File: src/rtl/cdb_broadcast_arbiter.sv
// Common-data-bus arbiter: picks one of N producers (fixed/round-robin with aging override), registers its tag/data.
// Grant is combinational (0 cycles), broadcast follows 1 cycle later; a producer holds req until it sees its grant.
module cdb_broadcast_arbiter #(
  parameter int PARTICIPANTS  = 4,
  parameter int DATA_WIDTH    = 4,
  parameter int CDB_TAG_WIDTH = 4,
  parameter int MAX_WAIT      = 7
) (
  input  logic                                  clk,
  input  logic                                  rst_n,
  input  logic                                  rr_mode,
  input  logic [PARTICIPANTS-1:0]               req,
  input  logic [PARTICIPANTS*CDB_TAG_WIDTH-1:0] req_tag,
  input  logic [PARTICIPANTS*DATA_WIDTH-1:0]    req_data,
  output logic [PARTICIPANTS-1:0]               grant,
  output logic                                  cdb_valid,
  output logic [CDB_TAG_WIDTH-1:0]              cdb_tag,
  output logic [DATA_WIDTH-1:0]                 cdb_data,
  output logic                                  aged_grant
);

  localparam int PW = $clog2(PARTICIPANTS);
  localparam int CW = $clog2(MAX_WAIT + 1);
  localparam logic [CW-1:0] WAIT_SAT = CW'(MAX_WAIT);
  localparam logic [PW-1:0] LAST_IDX = PW'(PARTICIPANTS - 1);

  typedef struct packed {
    logic                     vld;
    logic                     aged;
    logic [CDB_TAG_WIDTH-1:0] tag;
    logic [DATA_WIDTH-1:0]    dat;
  } cdb_t;

  logic [PW-1:0] rr_ptr;
  logic [CW-1:0] wait_cnt [PARTICIPANTS];
  logic [PW-1:0] aged_idx, fix_idx, rr_idx, winner;
  logic          aged_hit, fix_hit, rr_hit, any_req;
  cdb_t          cdb_d, cdb_q;

  function automatic logic [PW-1:0] wrap_add(input logic [PW-1:0] base, input int k);
    int s;
    s = int'(base) + k;
    if (s >= PARTICIPANTS) s = s - PARTICIPANTS;
    return PW'(s);
  endfunction

  // Aged requesters and plain fixed priority both resolve to the lowest index.
  always_comb begin
    aged_hit = 1'b0;
    aged_idx = '0;
    fix_hit  = 1'b0;
    fix_idx  = '0;
    for (int i = 0; i < PARTICIPANTS; i++) begin
      if (!aged_hit && req[i] && wait_cnt[i] == WAIT_SAT) begin
        aged_hit = 1'b1;
        aged_idx = PW'(i);
      end
      if (!fix_hit && req[i]) begin
        fix_hit = 1'b1;
        fix_idx = PW'(i);
      end
    end
  end

  always_comb begin
    rr_hit = 1'b0;
    rr_idx = '0;
    for (int k = 0; k < PARTICIPANTS; k++) begin
      if (!rr_hit && req[wrap_add(rr_ptr, k)]) begin
        rr_hit = 1'b1;
        rr_idx = wrap_add(rr_ptr, k);
      end
    end
  end

  always_comb begin
    any_req = |req;
    if (aged_hit)     winner = aged_idx;
    else if (rr_mode) winner = rr_idx;
    else              winner = fix_idx;

    grant = '0;
    cdb_d = '0;
    for (int i = 0; i < PARTICIPANTS; i++) begin
      if (any_req && winner == PW'(i)) begin
        grant[i]  = 1'b1;
        cdb_d.vld  = 1'b1;
        cdb_d.aged = aged_hit;
        cdb_d.tag  = req_tag[i*CDB_TAG_WIDTH +: CDB_TAG_WIDTH];
        cdb_d.dat  = req_data[i*DATA_WIDTH +: DATA_WIDTH];
      end
    end
  end

  // rr_ptr only moves on a grant so an idle gap or mode switch resumes cleanly.
  always_ff @(posedge clk) begin
    if (!rst_n) begin
      rr_ptr <= '0;
      cdb_q  <= '0;
      for (int i = 0; i < PARTICIPANTS; i++) wait_cnt[i] <= '0;
    end else begin
      if (any_req) rr_ptr <= (winner == LAST_IDX) ? '0 : winner + 1'b1;
      cdb_q <= cdb_d;
      for (int i = 0; i < PARTICIPANTS; i++) begin
        if (grant[i] || !req[i])       wait_cnt[i] <= '0;
        else if (wait_cnt[i] != WAIT_SAT) wait_cnt[i] <= wait_cnt[i] + 1'b1;
      end
    end
  end

  assign cdb_valid  = cdb_q.vld;
  assign aged_grant = cdb_q.aged;
  assign cdb_tag    = cdb_q.tag;
  assign cdb_data   = cdb_q.dat;

endmodule

File: config.mk
export PLATFORM = sky130hd
export DESIGN_NAME = cdb_broadcast_arbiter
export DESIGN_NICKNAME = d
export VERILOG_FILES = /design/src/rtl/cdb_broadcast_arbiter.sv
export SDC_FILE = /design/constraint.sdc
export NUM_CORES = 1
export LEC_CHECK = 0
export ABC_AREA = 1
export BUFFER_PORTS_ARGS = -buffer_cell sky130_fd_sc_hd__buf_4
export CAP_MARGIN = 20
export CELL_PAD_IN_SITES_DETAIL_PLACEMENT = 1
export CELL_PAD_IN_SITES_GLOBAL_PLACEMENT = 1
export CORE_MARGIN = 4
export CORE_UTILIZATION = 32
export CTS_CLUSTER_SIZE = 30
export DETAILED_ROUTE_END_ITERATION = 7
export PLACE_DENSITY_LB_ADDON = 0.12
export SETUP_SLACK_MARGIN = 0.4
export SYNTH_ARGS = -nofsm -noshare
export SYNTH_HDL_FRONTEND = slang
export SYNTH_SLANG_ARGS = --single-unit
File: constraint.sdc
create_clock -name clk -period 2.4 [get_ports clk]
set_input_delay 0.12 -clock clk [delete_from_list [all_inputs] [get_ports clk]]
set_output_delay 0.12 -clock clk [all_outputs]
set_load 0.05 [all_outputs]
==> reports/summary.md <==
The number of antenna violations at the first check in global routing is 0, and the overflow left after global routing is 0. The later pin in the worst-skew pair is clocked with a latency of 0.28 ns. The count of nets left with antenna violations once routing finished came out at 0. The post-route netlist has 54.1% of its cells at a drive strength greater than 1. Setup violations remaining at the end of the flow were counted as 6. The cell family contributing the most delay on the critical path is adder cells. The minimum period implied by the final worst setup slack came out at 2.47 ns.

Clock-pin slew was measured on the worst setup and hold paths at 0.10 ns. The transition time of the tightest slew-check pin is 0.297 ns. The proportion of netlist area held by the largest area contributor works out to 23.1%. The maximum fanout encountered on the critical timing path was 3. After synthesis, the share of flip-flops with an asynchronous set or reset is 0%. By count the netlist is led by sky130_fd_sc_hd__nand2_1, sky130_fd_sc_hd__inv_1, sky130_fd_sc_hd__nand3_1, sky130_fd_sc_hd__nor2_1, sky130_fd_sc_hd__o21ai_0. The flow ran to the end, but the final reports show violations. Counting along the longest clock path gives a buffer depth of 2.

CTS saw 24 sinks. The critical path goes through ha_2, ha_4, nand3_2, nand2_2, inv_2, nand2_4, a21oi_4, nand3_2, nand2_4, inv_2, ha_2, nand2_4, clkinvlp_4, buf_6. Compared with the post-synthesis result, the final layout area differs by 71.4%. The number of hold buffers added after CTS was 0. Once detailed placement completed, the half-perimeter wirelength came to 3790 um. Timing would allow up to 405 MHz. Biggest area consumer among synthesized cells: sky130_fd_sc_hd__edfxtp_1. In this run, synthesis produced a sequential element count of 24. Wire length per cell after detailed routing: 14.7 um. The checks that failed: setup timing.

For the number of unique standard cell types used by synthesis, the log shows 23. The worst min-delay path class is input pin to flip-flop. The worst pin sits at a relative slew slack of 80.0%. For this run, the total global-route usage over all layers was measured as 18.3%.

Biggest cell delay along the critical path: 0.41 ns. VDD sags by at most 0.472 mV. The buffer and inverter count on the worst path came out at 4. The worst setup path is launched from a flip-flop. The mean instance size in the synthesized netlist works out to 7.44 um2. On the critical path, the stage with the largest delay is an instance of sky130_fd_sc_hd__edfxtp_1. For this run, design rule violations remaining after detail routing come to 0. Starting utilization of the core area: 33.1%. The worst setup path is captured at an output pin. For this design the static power due to leakage is 1.25 nW.

The clock skew came out at 0.00292 ns. TritonCTS built the clock tree. The worst setup slack after layout was -0.0686 ns. The number of I/O pins is 53. The final cycle utilization of the critical path came out at 103%. The sequential area share after synthesis was 38.4%; the number of buffer cells added on primary ports was 52. Max-cap violations in this run came to 0.

For the diode insertion count for antenna repair, the log shows 0. Entering global routing, the biggest net connects 18 pins. In this run the vertical extent of the chip is 77.9 um. The number of global-route vias before repair came out at 1948. In this run the clock root is driven by a sky130_fd_sc_hd__clkbuf_8. After the first detailed-routing iteration, the DRC count stood at 21. The die covers 0.00607 mm2. Power spread over the standard cell area amounts to 654 mW/mm2. After detailed placement, the design holds a cell count of 340. For the worst setup path, the data arrival time is 2.35 ns. The total number of H-tree levels came out at 1. The run gives 0 as the number of warnings printed during yosys synthesis. The synthesized design contains 12 enable-type register cells.

For the final max-slew violation count, the log shows 0. Counting the buffers created by CTS gives 3. At the placement stage, the worst setup path has a slack of -0.0626 ns. After detailed routing, the number of vias per cell comes to 4.74. The worst setup path is of the flip-flop to output pin kind. The synthesized netlist occupies a cell area of 0.00156 mm2. By area the synthesized netlist is led by sky130_fd_sc_hd__edfxtp_1, sky130_fd_sc_hd__dfxtp_1, sky130_fd_sc_hd__nand2_1.

The first global-routing pass estimated 8910 um of wire. The most used flip-flop cell after synthesis is sky130_fd_sc_hd__edfxtp_1. Synthesis handed over a netlist of 210 instances. Overall power consumption after layout is estimated at 1.75 mW.

The most frequent cell on the critical path was sky130_fd_sc_hd__nand2_4. Once layout is complete, the cells apart from fillers number 361. The final weighted congestion in routability-driven placement was 0.835; the number of vias in the routed layout was 1711. The die outline width works out to 77.9 um.

The most frequent cell after synthesis was sky130_fd_sc_hd__nand2_1. The post-synth net total came out at 261. The core footprint is 0.00472 mm2.

Setup repair after global routing could not meet its margin everywhere. The final number of hold-violating endpoints came out at 0. Row generation in the floorplan step produced 25 rows. Total wire length: 5300 um.

The final layout contains 346 nets. The first detailed-routing pass took 4 iterations. For the worst endpoint required time, the log shows 2.28 ns.
## power by group
| part | leakage (nW) | total [mW] | switching, mW | internal [mW] |
|---|---|---|---|---|
| Combinational | 0.974 | 0.922 | 0.533 | 0.389 |
| Clock | 0.0339 | 0.332 | 0.150 | 0.182 |
| Sequential | 0.246 | 0.499 | 0.0216 | 0.477 |
| Total | 1.25 | 1.75 | 0.705 | 1.05 |
## repair_timing
item,in CTS,in global routing
hold endpoints to repair,0,0
endpoints found under the setup margin,37,37
buffers inserted,14,3
pin swaps,22,11
gates resized for setup,42,26
## state kept, by name, summed over array words and instances, names as in the netlist
register	count
wait_cnt	12
cdb_data	4
cdb_valid	1
cdb_tag	4
rr_ptr	2
aged_grant	1
## stage by stage
stage          cell area, um2  utilization, %  TNS [ns]  hold slack (ns)
2_1_floorplan            1670               -         0            0.258
3_3_place_gp             2240            47.3         0            0.430
3_5_place_dp             2240            47.3    -0.345            0.416
4_1_cts                  2550            54.1         0            0.123
5_1_grt                  2680            56.7     -2.00            0.141
6_report                 2680            56.7    -0.229            0.127
## cell families (layout without fill, tap and decap cells)
family | Yosys count | after routing | synth area share, %
simple gates | 105 | 105 | 30.4
compound gates | 38 | 38 | 12.9
flops | 24 | 24 | 38.4
buf+inv | 31 | 115 | 8.65
fa+ha+maj | 12 | 12 | 9.61
## cell type report
type	count	area, um2
Fill cell	575	2040
Clock buffer	4	66.3
Multi-Input combinational cell	155	1110
Sequential cell	24	608
Inverter	27	120
Tap cell	67	83.8
Timing Repair Buffer	84	692
## cell usage in the layout, fill, tap and decap left out, drive strengths merged
master     n
nand2     52
a21oi     15
clkinv     1
dfxtp     12
nor2      24
nand3b     2
o21ai     23
ha        12
clkinvlp   1
inv       25
buf       84
nand4      2
nand3     22
clkbuf     4
edfxtp    12
nor3       3
## metal layers
layer / track usage, % / share of wire (%) / wire length (um) / up-vias
met5: 0 / 0 / 0 / -
met4: 3.74 / 0.72 / 38 / 0
met3: 3.48 / 5.2 / 276 / 4
met2: 33.2 / 54 / 2860 / 45
met1: 22.3 / 40 / 2120 / 797
li1: - / - / - / 865
## worst min-delay path, stage by stage
cell	delay [ns]
sky130_fd_sc_hd__buf_4	0.08
sky130_fd_sc_hd__o21ai_1	0.06
sky130_fd_sc_hd__a21oi_1	0.11
## final timing paths
kind / slack [ns] / to / startpoint / cells past startpoint
setup reg to reg: -0.02 / cdb_data[0] / wait_cnt[1][0] / 17
setup / recovery: -0.07 / grant[3] / wait_cnt[1][0] / 14
hold / removal: 0.13 / cdb_tag[0] / req_tag[8] / 3
hold reg to reg: 0.57 / wait_cnt[3][0] / wait_cnt[3][0] / 1
No activity file was read; power rests on OpenSTA's default activity.
